$ cat src/rtl/mem_bus_arbiter_pkg.sv
// Shared bus definitions for the two-master memory bus arbiter: widths,
// FSM state encoding, arbitration modes, master indices and command payload.
package mem_bus_arbiter_pkg;

    localparam int unsigned ADDR_W = 32;
    localparam int unsigned DATA_W = 32;
    localparam int unsigned WCNT_W = 16;

    localparam int unsigned ARB_FIXED = 0;
    localparam int unsigned ARB_RR    = 1;

    localparam logic MST_M0 = 1'b0;
    localparam logic MST_M1 = 1'b1;

    typedef enum logic [1:0] {
        ST_IDLE  = 2'd0,
        ST_ISSUE = 2'd1,
        ST_WAIT  = 2'd2
    } state_e;

    typedef struct packed {
        logic              we;
        logic              io;
        logic [ADDR_W-1:0] addr;
        logic [DATA_W-1:0] wdata;
    } cmd_t;

endpackage

$ cat src/rtl/mem_bus_arbiter_if.sv
// Bus bundle between the two masters, the arbiter and the downstream memory port.
interface mem_bus_arbiter_if;
    import mem_bus_arbiter_pkg::*;

    logic              m0_req, m0_we, m0_io, m0_ack, m0_err;
    logic [ADDR_W-1:0] m0_addr;
    logic [DATA_W-1:0] m0_wdata, m0_rdata;
    logic              m1_req, m1_we, m1_io, m1_ack, m1_err;
    logic [ADDR_W-1:0] m1_addr;
    logic [DATA_W-1:0] m1_wdata, m1_rdata;
    logic              db_re, db_we, db_io, db_ready;
    logic [ADDR_W-1:0] db_addr;
    logic [DATA_W-1:0] db_dataOut, db_dataIn;

    // Arbiter side
    modport slave (
        input  m0_req, m0_we, m0_io, m0_addr, m0_wdata,
        output m0_ack, m0_err, m0_rdata,
        input  m1_req, m1_we, m1_io, m1_addr, m1_wdata,
        output m1_ack, m1_err, m1_rdata,
        output db_re, db_we, db_io, db_addr, db_dataOut,
        input  db_ready, db_dataIn
    );

    // Environment side (masters plus downstream memory)
    modport master (
        output m0_req, m0_we, m0_io, m0_addr, m0_wdata,
        input  m0_ack, m0_err, m0_rdata,
        output m1_req, m1_we, m1_io, m1_addr, m1_wdata,
        input  m1_ack, m1_err, m1_rdata,
        input  db_re, db_we, db_io, db_addr, db_dataOut,
        output db_ready, db_dataIn
    );

endinterface

$ cat src/rtl/rr_arbiter2.sv
// Two-way grant selection with a last-grant pointer; fixed priority or round-robin.
module rr_arbiter2
    import mem_bus_arbiter_pkg::*;
#(
    parameter int unsigned ARB_MODE = ARB_RR
) (
    input  logic       clk,
    input  logic       res,
    input  logic [1:0] req,
    input  logic       take,
    output logic       gnt_valid_c,
    output logic       gnt_idx_c
);

    logic last_q;

    always_comb begin
        gnt_valid_c = |req;
        gnt_idx_c   = MST_M0;
        if (ARB_MODE == ARB_FIXED) begin
            gnt_idx_c = req[0] ? MST_M0 : MST_M1;
        end else if (req == 2'b11) begin
            gnt_idx_c = ~last_q;
        end else begin
            gnt_idx_c = req[1] ? MST_M1 : MST_M0;
        end
    end

    // Reset to m1 so that m0 wins the first contested grant
    always_ff @(posedge clk or posedge res) begin
        if (res) begin
            last_q <= MST_M1;
        end else if (take) begin
            last_q <= gnt_idx_c;
        end
    end

endmodule

$ cat src/rtl/mem_bus_arbiter.sv
// Two-master memory bus arbiter: grant, one-cycle command issue, completion
// wait with optional watchdog, and per-master read data registers.
module mem_bus_arbiter
    import mem_bus_arbiter_pkg::*;
#(
    parameter int unsigned ARB_MODE = ARB_RR,
    parameter int unsigned MAX_WAIT = 0
) (
    input  logic              clk,
    input  logic              res,
    mem_bus_arbiter_if.slave  bus
);

    localparam bit                WD_EN  = (MAX_WAIT != 0);
    localparam logic [WCNT_W-1:0] WD_LIM = WD_EN ? WCNT_W'(MAX_WAIT - 1) : '0;

    state_e              state_q, state_d;
    cmd_t                cmd_q, cmd_d, cmd_m0, cmd_m1;
    logic                gnt_q, gnt_d;
    logic [WCNT_W-1:0]   wcnt_q, wcnt_d;
    logic [1:0]          ack_q, ack_d, err_q, err_d;
    logic [DATA_W-1:0]   rdata0_q, rdata0_d, rdata1_q, rdata1_d;
    logic                re_q, re_d, we_q, we_d, io_q, io_d;
    logic                take_c, gnt_valid_c, gnt_idx_c;
    logic [1:0]          req_c;

    assign req_c  = {bus.m1_req, bus.m0_req};
    assign cmd_m0 = '{we: bus.m0_we, io: bus.m0_io, addr: bus.m0_addr, wdata: bus.m0_wdata};
    assign cmd_m1 = '{we: bus.m1_we, io: bus.m1_io, addr: bus.m1_addr, wdata: bus.m1_wdata};

    rr_arbiter2 #(.ARB_MODE(ARB_MODE)) u_arb (
        .clk         (clk),
        .res         (res),
        .req         (req_c),
        .take        (take_c),
        .gnt_valid_c (gnt_valid_c),
        .gnt_idx_c   (gnt_idx_c)
    );

    always_comb begin
        state_d  = state_q;
        cmd_d    = cmd_q;
        gnt_d    = gnt_q;
        wcnt_d   = wcnt_q;
        ack_d    = '0;
        err_d    = '0;
        rdata0_d = rdata0_q;
        rdata1_d = rdata1_q;
        re_d     = 1'b0;
        we_d     = 1'b0;
        io_d     = 1'b0;
        take_c   = 1'b0;
        case (state_q)
            ST_IDLE: begin
                // No grant in an ack cycle: the acked master still holds req
                if (bus.db_ready && gnt_valid_c && (ack_q == 2'b00)) begin
                    take_c  = 1'b1;
                    gnt_d   = gnt_idx_c;
                    cmd_d   = (gnt_idx_c == MST_M1) ? cmd_m1 : cmd_m0;
                    re_d    = ~cmd_d.we;
                    we_d    = cmd_d.we;
                    io_d    = cmd_d.io;
                    state_d = ST_ISSUE;
                end
            end
            ST_ISSUE: begin
                wcnt_d  = '0;
                state_d = ST_WAIT;
            end
            ST_WAIT: begin
                if (bus.db_ready) begin
                    ack_d[gnt_q] = 1'b1;
                    if (!cmd_q.we) begin
                        if (gnt_q == MST_M1) rdata1_d = bus.db_dataIn;
                        else                 rdata0_d = bus.db_dataIn;
                    end
                    state_d = ST_IDLE;
                end else if (WD_EN && (wcnt_q == WD_LIM)) begin
                    ack_d[gnt_q] = 1'b1;
                    err_d[gnt_q] = 1'b1;
                    state_d      = ST_IDLE;
                end else if (wcnt_q != '1) begin
                    wcnt_d = wcnt_q + WCNT_W'(1);
                end
            end
            default: state_d = ST_IDLE;
        endcase
    end

    always_ff @(posedge clk or posedge res) begin
        if (res) begin
            state_q  <= ST_IDLE;
            cmd_q    <= '0;
            gnt_q    <= MST_M0;
            wcnt_q   <= '0;
            ack_q    <= '0;
            err_q    <= '0;
            rdata0_q <= '0;
            rdata1_q <= '0;
            re_q     <= 1'b0;
            we_q     <= 1'b0;
            io_q     <= 1'b0;
        end else begin
            state_q  <= state_d;
            cmd_q    <= cmd_d;
            gnt_q    <= gnt_d;
            wcnt_q   <= wcnt_d;
            ack_q    <= ack_d;
            err_q    <= err_d;
            rdata0_q <= rdata0_d;
            rdata1_q <= rdata1_d;
            re_q     <= re_d;
            we_q     <= we_d;
            io_q     <= io_d;
        end
    end

    assign bus.m0_ack     = ack_q[0];
    assign bus.m1_ack     = ack_q[1];
    assign bus.m0_err     = err_q[0];
    assign bus.m1_err     = err_q[1];
    assign bus.m0_rdata   = rdata0_q;
    assign bus.m1_rdata   = rdata1_q;
    assign bus.db_re      = re_q;
    assign bus.db_we      = we_q;
    assign bus.db_io      = io_q;
    assign bus.db_addr    = cmd_q.addr;
    assign bus.db_dataOut = cmd_q.wdata;

endmodule

$ cat src/flat_wrapper.sv
// flat-port wrapper written by rule: the top's interface ports become plain ports
module mem_bus_arbiter_flat import mem_bus_arbiter_pkg::*;
#(
    parameter int unsigned ARB_MODE = ARB_RR,
    parameter int unsigned MAX_WAIT = 0
)
  (clk, res, bus_m0_req, bus_m0_we, bus_m0_io, bus_m0_addr, bus_m0_wdata, bus_m0_ack, bus_m0_err, bus_m0_rdata, bus_m1_req, bus_m1_we, bus_m1_io, bus_m1_addr, bus_m1_wdata, bus_m1_ack, bus_m1_err, bus_m1_rdata, bus_db_re, bus_db_we, bus_db_io, bus_db_addr, bus_db_dataOut, bus_db_ready, bus_db_dataIn);
  mem_bus_arbiter_if bus_i ();
  input  logic clk;
  input  logic res;
  input wire logic [$bits(bus_i.m0_req)-1:0] bus_m0_req;
  input wire logic [$bits(bus_i.m0_we)-1:0] bus_m0_we;
  input wire logic [$bits(bus_i.m0_io)-1:0] bus_m0_io;
  input wire logic [$bits(bus_i.m0_addr)-1:0] bus_m0_addr;
  input wire logic [$bits(bus_i.m0_wdata)-1:0] bus_m0_wdata;
  output wire logic [$bits(bus_i.m0_ack)-1:0] bus_m0_ack;
  output wire logic [$bits(bus_i.m0_err)-1:0] bus_m0_err;
  output wire logic [$bits(bus_i.m0_rdata)-1:0] bus_m0_rdata;
  input wire logic [$bits(bus_i.m1_req)-1:0] bus_m1_req;
  input wire logic [$bits(bus_i.m1_we)-1:0] bus_m1_we;
  input wire logic [$bits(bus_i.m1_io)-1:0] bus_m1_io;
  input wire logic [$bits(bus_i.m1_addr)-1:0] bus_m1_addr;
  input wire logic [$bits(bus_i.m1_wdata)-1:0] bus_m1_wdata;
  output wire logic [$bits(bus_i.m1_ack)-1:0] bus_m1_ack;
  output wire logic [$bits(bus_i.m1_err)-1:0] bus_m1_err;
  output wire logic [$bits(bus_i.m1_rdata)-1:0] bus_m1_rdata;
  output wire logic [$bits(bus_i.db_re)-1:0] bus_db_re;
  output wire logic [$bits(bus_i.db_we)-1:0] bus_db_we;
  output wire logic [$bits(bus_i.db_io)-1:0] bus_db_io;
  output wire logic [$bits(bus_i.db_addr)-1:0] bus_db_addr;
  output wire logic [$bits(bus_i.db_dataOut)-1:0] bus_db_dataOut;
  input wire logic [$bits(bus_i.db_ready)-1:0] bus_db_ready;
  input wire logic [$bits(bus_i.db_dataIn)-1:0] bus_db_dataIn;
  assign bus_i.m0_req = bus_m0_req;
  assign bus_i.m0_we = bus_m0_we;
  assign bus_i.m0_io = bus_m0_io;
  assign bus_i.m0_addr = bus_m0_addr;
  assign bus_i.m0_wdata = bus_m0_wdata;
  assign bus_m0_ack = bus_i.m0_ack;
  assign bus_m0_err = bus_i.m0_err;
  assign bus_m0_rdata = bus_i.m0_rdata;
  assign bus_i.m1_req = bus_m1_req;
  assign bus_i.m1_we = bus_m1_we;
  assign bus_i.m1_io = bus_m1_io;
  assign bus_i.m1_addr = bus_m1_addr;
  assign bus_i.m1_wdata = bus_m1_wdata;
  assign bus_m1_ack = bus_i.m1_ack;
  assign bus_m1_err = bus_i.m1_err;
  assign bus_m1_rdata = bus_i.m1_rdata;
  assign bus_db_re = bus_i.db_re;
  assign bus_db_we = bus_i.db_we;
  assign bus_db_io = bus_i.db_io;
  assign bus_db_addr = bus_i.db_addr;
  assign bus_db_dataOut = bus_i.db_dataOut;
  assign bus_i.db_ready = bus_db_ready;
  assign bus_i.db_dataIn = bus_db_dataIn;
  mem_bus_arbiter #(.ARB_MODE(ARB_MODE), .MAX_WAIT(MAX_WAIT)) u_core (.clk(clk), .res(res), .bus(bus_i));
endmodule
$ cat config.mk
export PLATFORM = sky130hd
export DESIGN_NAME = mem_bus_arbiter_flat
export DESIGN_NICKNAME = d
export VERILOG_FILES = /design/src/rtl/mem_bus_arbiter_pkg.sv /design/src/rtl/mem_bus_arbiter_if.sv /design/src/rtl/rr_arbiter2.sv /design/src/rtl/mem_bus_arbiter.sv /design/src/flat_wrapper.sv
export SDC_FILE = /design/constraint.sdc
export NUM_CORES = 1
export LEC_CHECK = 0
export ABC_AREA = 1
export CAP_MARGIN = 10
export CORE_ASPECT_RATIO = 2
export CORE_MARGIN = 3
export CORE_UTILIZATION = 43
export DETAILED_ROUTE_END_ITERATION = 10
export PLACE_DENSITY = 0.81
export SYNTH_ARGS = -nofsm -noshare
export SYNTH_HDL_FRONTEND = slang
export SYNTH_HIERARCHICAL = 1
export SYNTH_SLANG_ARGS = --single-unit
$ cat constraint.sdc
create_clock -name clk -period 5.98 [get_ports clk]
set_input_delay 1.196 -clock clk [delete_from_list [all_inputs] [get_ports clk]]
set_output_delay 1.196 -clock clk [all_outputs]
set_load 0.1 [all_outputs]
Word-level counts from Yosys, hierarchy flattened --
Index checks and enable logic that the tools add are counted.
Word-level totals: register bits after elaboration 138, latch bits 0, RAM bits 0, bits in read-only memories 0, input port bits 169, output and inout port bits 135, logic and storage cells 51, memories kept 0
Operators by class: add/subtract/negate cells 0, multiply operators 0, div/mod/pow operators 0, order comparisons 2, eq/ne operators 5, shift operators 0, muxes and demuxes 18, bitwise gates (word level) 4, reductions and logical operators 10
Operators by type and width (count):
- $mux W66 | 1
- $mux W1 | 11
- $mux W2 | 4
- $reduce_and A4 Y1 | 2
- $pmux W2 S3 | 1
- $eq A2 B2 Y1 const B | 2
- $logic_not A2 Y1 | 2
- $not A1 Y1 | 4
- $reduce_and A2 Y1 | 2
- $logic_and A1 B1 Y1 | 3
- $eq A2 B1 Y1 const B | 1
- $lt A1 B2 Y1 const B | 1
- $ne A2 B1 Y1 const B | 1
- $ne A2 B2 Y1 const B | 1
- $reduce_or A2 Y1 | 1
- $demux W1 S1 | 1
- $ge A1 B1 Y1 const B | 1

Logic depth before layout (Yosys ltp) --
depth in word-level cells 6, gate-level depth with buffers 9, mapped depth without buffers 8

By module --
Netlist, hierarchy kept.
Modules (own cells, without submodules):
- mem_bus_arbiter | times used 1, cells each 879, area each 6924.1 µm², sequential area each 3428.3 µm²
- rr_arbiter2 | times used 1, cells each 9, area each 63.8 µm², sequential area each 26.3 µm²

Least setup slack after synthesis --
OpenSTA, ideal clock, no wires.
path type reg2out, start reg u_core.ack_q[0], end out bus_m0_ack, data arrival time 0.912 ns, data required time 4.784 ns, path slack 3.872 ns, stages on the path, launching flop included 1, buffers on the path 0, cell sequence dfrtp_1
RTL lines:
- from (decl) | line mem_bus_arbiter.sv:21 | logic [1:0] ack_q, ack_d, err_q, err_d;
- from (signal assigned) | line mem_bus_arbiter.sv:108 | ack_q <= ack_d;
- to (decl) | line flat_wrapper.sv:16 | output wire logic [$bits(bus_i.m0_ack)-1:0] bus_m0_ack;
No word-level cell between the ends.

Worst setup path in the final report --
start in bus_db_ready, end reg u_core.cmd_q, in the netlist u_core/bus.db_addr[2]
On the way: cells in the longest elaborated chain, start to end 3
RTL lines:
- from (decl) | line flat_wrapper.sv:32 | input wire logic [$bits(bus_i.db_ready)-1:0] bus_db_ready;
- $logic_and A1 B1 Y1 (2 in series) | line mem_bus_arbiter.sv:56 | if (bus.db_ready && gnt_valid_c && (ack_q == 2'b00)) begin
- $reduce_and A2 Y1 (no source line)
- to (signal assigned) | line mem_bus_arbiter.sv:105 | cmd_q <= cmd_d;
- to (decl) | line mem_bus_arbiter.sv:18 | cmd_t cmd_q, cmd_d, cmd_m0, cmd_m1;
Every way passes these cells. A chain may end at the register's enable or synchronous reset.

==> flow_metrics.env <==
export IMPL_outcome="finished, final reports clean"
export IMPL_synth_area_leaders="dfrtp_1, nand2_1, buf_4"
export IMPL_period_share_pct=54.81
export IMPL_ctsResizeCount=0
export IMPL_antenna_found_initial=0
export IMPL_finalMaxSlewViolations=0
export IMPL_yosysWarnings=6
export IMPL_rsz0062_at_grt="no"
export IMPL_grt_max_degree=103
export IMPL_path_clk_slew_ps=60
export IMPL_synth_edf_count=0
export IMPL_worst_path_buf_inv=3
export IMPL_fmax_mhz=305.1
export IMPL_synth_area_sq_um=6988
export IMPL_cp_cell_sequence="clkdlybuf4s50_1 -> buf_4 -> nand2_1 -> nor2_4 -> buf_4 -> nand3_1 -> nand2_1"
export IMPL_slew_headroom_pct=29.79
export IMPL_clk_path_buf_depth=2
export IMPL_num_rows=65
export IMPL_gp_congestion=0.8028
export IMPL_yosysTopAreaCell="dfrtp_1"
export IMPL_path_delay_family="buffers and inverters"
export IMPL_worstPathRequired_ps=6320
export IMPL_start_util_pct=44.06
export IMPL_critPathMaxStageDelay_ps=670
export IMPL_skew_ps=9.844
export IMPL_setup_viol=0
export IMPL_yosysUniqueCellTypes=22
export IMPL_hp_start="u_core/bus.m0_rdata[11]$_DFFE_PP0P_"
export IMPL_grt_pass1_wl_um=31380
export IMPL_wl_met1_um=7398
export IMPL_die_area_sq_um=17910
export IMPL_seq_area_frac_synth_pct=49.44
export IMPL_hold_buffers=0
export IMPL_antenna_cells=0
export IMPL_die_width_um=96.14
export IMPL_vias=6289
export IMPL_syn_avg_cell_area_sq_um=7.869
export IMPL_synth_seq_cells=138
export IMPL_avgViaCountPerCell=4.801
export IMPL_nNetsFinal=1265
export IMPL_synthArstFlopShare_pct=100.0
export IMPL_final_common_cell="nand2_1"
export IMPL_rr_startpoint="u_core/state_q[0]$_DFFE_PP0P_"
export IMPL_layout_min_cycle_time_ps=3278
export IMPL_critPathLaunchType="input pin"
export IMPL_dp_final_hpwl_um=14470
export IMPL_final_cell_mix="nand2_1, clkdlybuf4s50_1, dfrtp_1"
export IMPL_topRoutingLayerUsed="met4"
export IMPL_drt_iter0_markers=244
export IMPL_ys_flop_type="dfrtp_1"
export IMPL_yosysTopAreaCellShare_pct=49.06
export IMPL_clk_latency_ps=410
export IMPL_routed_wl_um=20180
export IMPL_hold_viol_final=0
export IMPL_drv_cap=0
export IMPL_numCtsBuffers=17
export IMPL_portBuffers=301
export IMPL_fill_cells=1381
export IMPL_wl_met2_um=11190
export IMPL_end_kind="register"
export IMPL_synthCells=888
export IMPL_min_path_type="register to register"
export IMPL_gr_total_overflow=0
export IMPL_cts_max_level=4
export IMPL_worstPathArrival_ps=3610
export IMPL_tightest_slew_ps=1050
export IMPL_firstDrtPassIters=5
export IMPL_grt_util_all_layers_pct=22.51
export IMPL_cts_setup_buffers=0
export IMPL_dr_wl_met3_um=1120
export IMPL_cts_root_buf="clkbuf_16"
export IMPL_seq_area_sq_um=3455
export IMPL_core_region_area_sq_um=15860
export IMPL_critPathKind="input pin to register"
export IMPL_grt_pass1_vias=6180
export IMPL_crit_fanout=38
export IMPL_drive_gt1_share_pct=4.869
export IMPL_finalSetupTns_ps=0
export IMPL_die_h_um=186.3
export IMPL_critPathLaunch="bus_db_ready"
export IMPL_drc_errors=0
export IMPL_final_antenna_net_count=0
export IMPL_clock_sinks=138
export IMPL_multiInputGateArea_sq_um=2579
export IMPL_cts_tree="built"
export IMPL_io_pin_count=304
export IMPL_slowest_stage="nor2_4"
export IMPL_syn_to_final_growth_pct=44.26
export IMPL_wire_per_inst_um=15.40
## state kept, by name, indices dropped and copies added, names as in the netlist, 2 cells and up
signal and cells:
u_core/bus.db_addr 32, u_core/bus.db_dataOut 32, u_core/bus.m0_rdata 32, u_core/bus.m1_rdata 32
u_core/ack_q 2, u_core/state_q 2
## logic make-up after synthesis
group                  Yosys count  synth area share (%)
AND/OR/NAND/NOR                610                 36.22
flip-flops                     138                 49.44
buffers and inverters          136                 13.98
AO/OA/AOI/OAI                    3                0.3044
other                            1               0.05366
## synthesized netlist by cell type, types with 2 or more instances
library cell	count
nand3_4	3
buf_6	21
nor2_1	4
dfrtp_1	137
nor2_2	2
nand2_1	497
buf_4	77
buf_2	16
nand4_1	32
nand3_1	68
clkbuf_1	7
inv_1	14
## path summary, 6_finish.rpt
kind                                                  endpoint  slack, ps  cells after the start
setup / recovery             u_core/bus.db_addr[2]$_DFFE_PP0P_       2700                      7
hold / removal             u_core/bus.m0_rdata[11]$_DFFE_PP0P_        470                      2
setup reg to reg               u_core/u_arb/last_q$_DFFE_PP1P_       3520                      7
hold reg to reg            u_core/bus.m0_rdata[11]$_DFFE_PP0P_        470                      2
max in group asynchronous   u_core/bus.m1_rdata[0]$_DFFE_PP0P_       3550                      3
min in group asynchronous      u_core/u_arb/last_q$_DFFE_PP1P_       1210                      2
## per-layer routing
metal	vias up	track usage (%)
li1	3113	-
met1	2929	25.33
met2	215	40.35
met3	32	5.072
met4	0	8.780
met5	-	0
## area by class of cell
type,instances,area share (%)
inverters,15,0.6082
multi-input cells,615,25.58
repair buffers,309,30.48
flip-flops and latches,138,34.27
clock inverters,15,2.346
well taps,201,2.495
clock buffers,17,4.220
## worst register-to-register path, cell delays in order, from the launching register on
cell and delay, ps:
dfrtp_1 480, nor2_4 140, buf_4 550, nand3_4 790, inv_1 280, inv_1 60
nand2_1 50, nand2_1 50
## through the flow
step | area, sq um | hold WS, ps | utilization, % | std cells | worst slack, ps
2_1_floorplan | 6992 | 450.3 | - | 889 | 1116
3_3_place_gp | 9419 | 451.7 | 59.39 | 1278 | 2385
3_5_place_dp | 9419 | 457.0 | 59.39 | 1278 | 2314
4_1_cts | 10080 | 472.2 | 63.57 | 1310 | 2732
5_1_grt | 10080 | 484.8 | 63.57 | 1310 | 2553
6_report | 10080 | 469.9 | 63.57 | 1310 | 2702
Power is left out: the tool's default activity adds up to more than one toggle a clock period on the data nets, which glitch-free logic cannot reach.
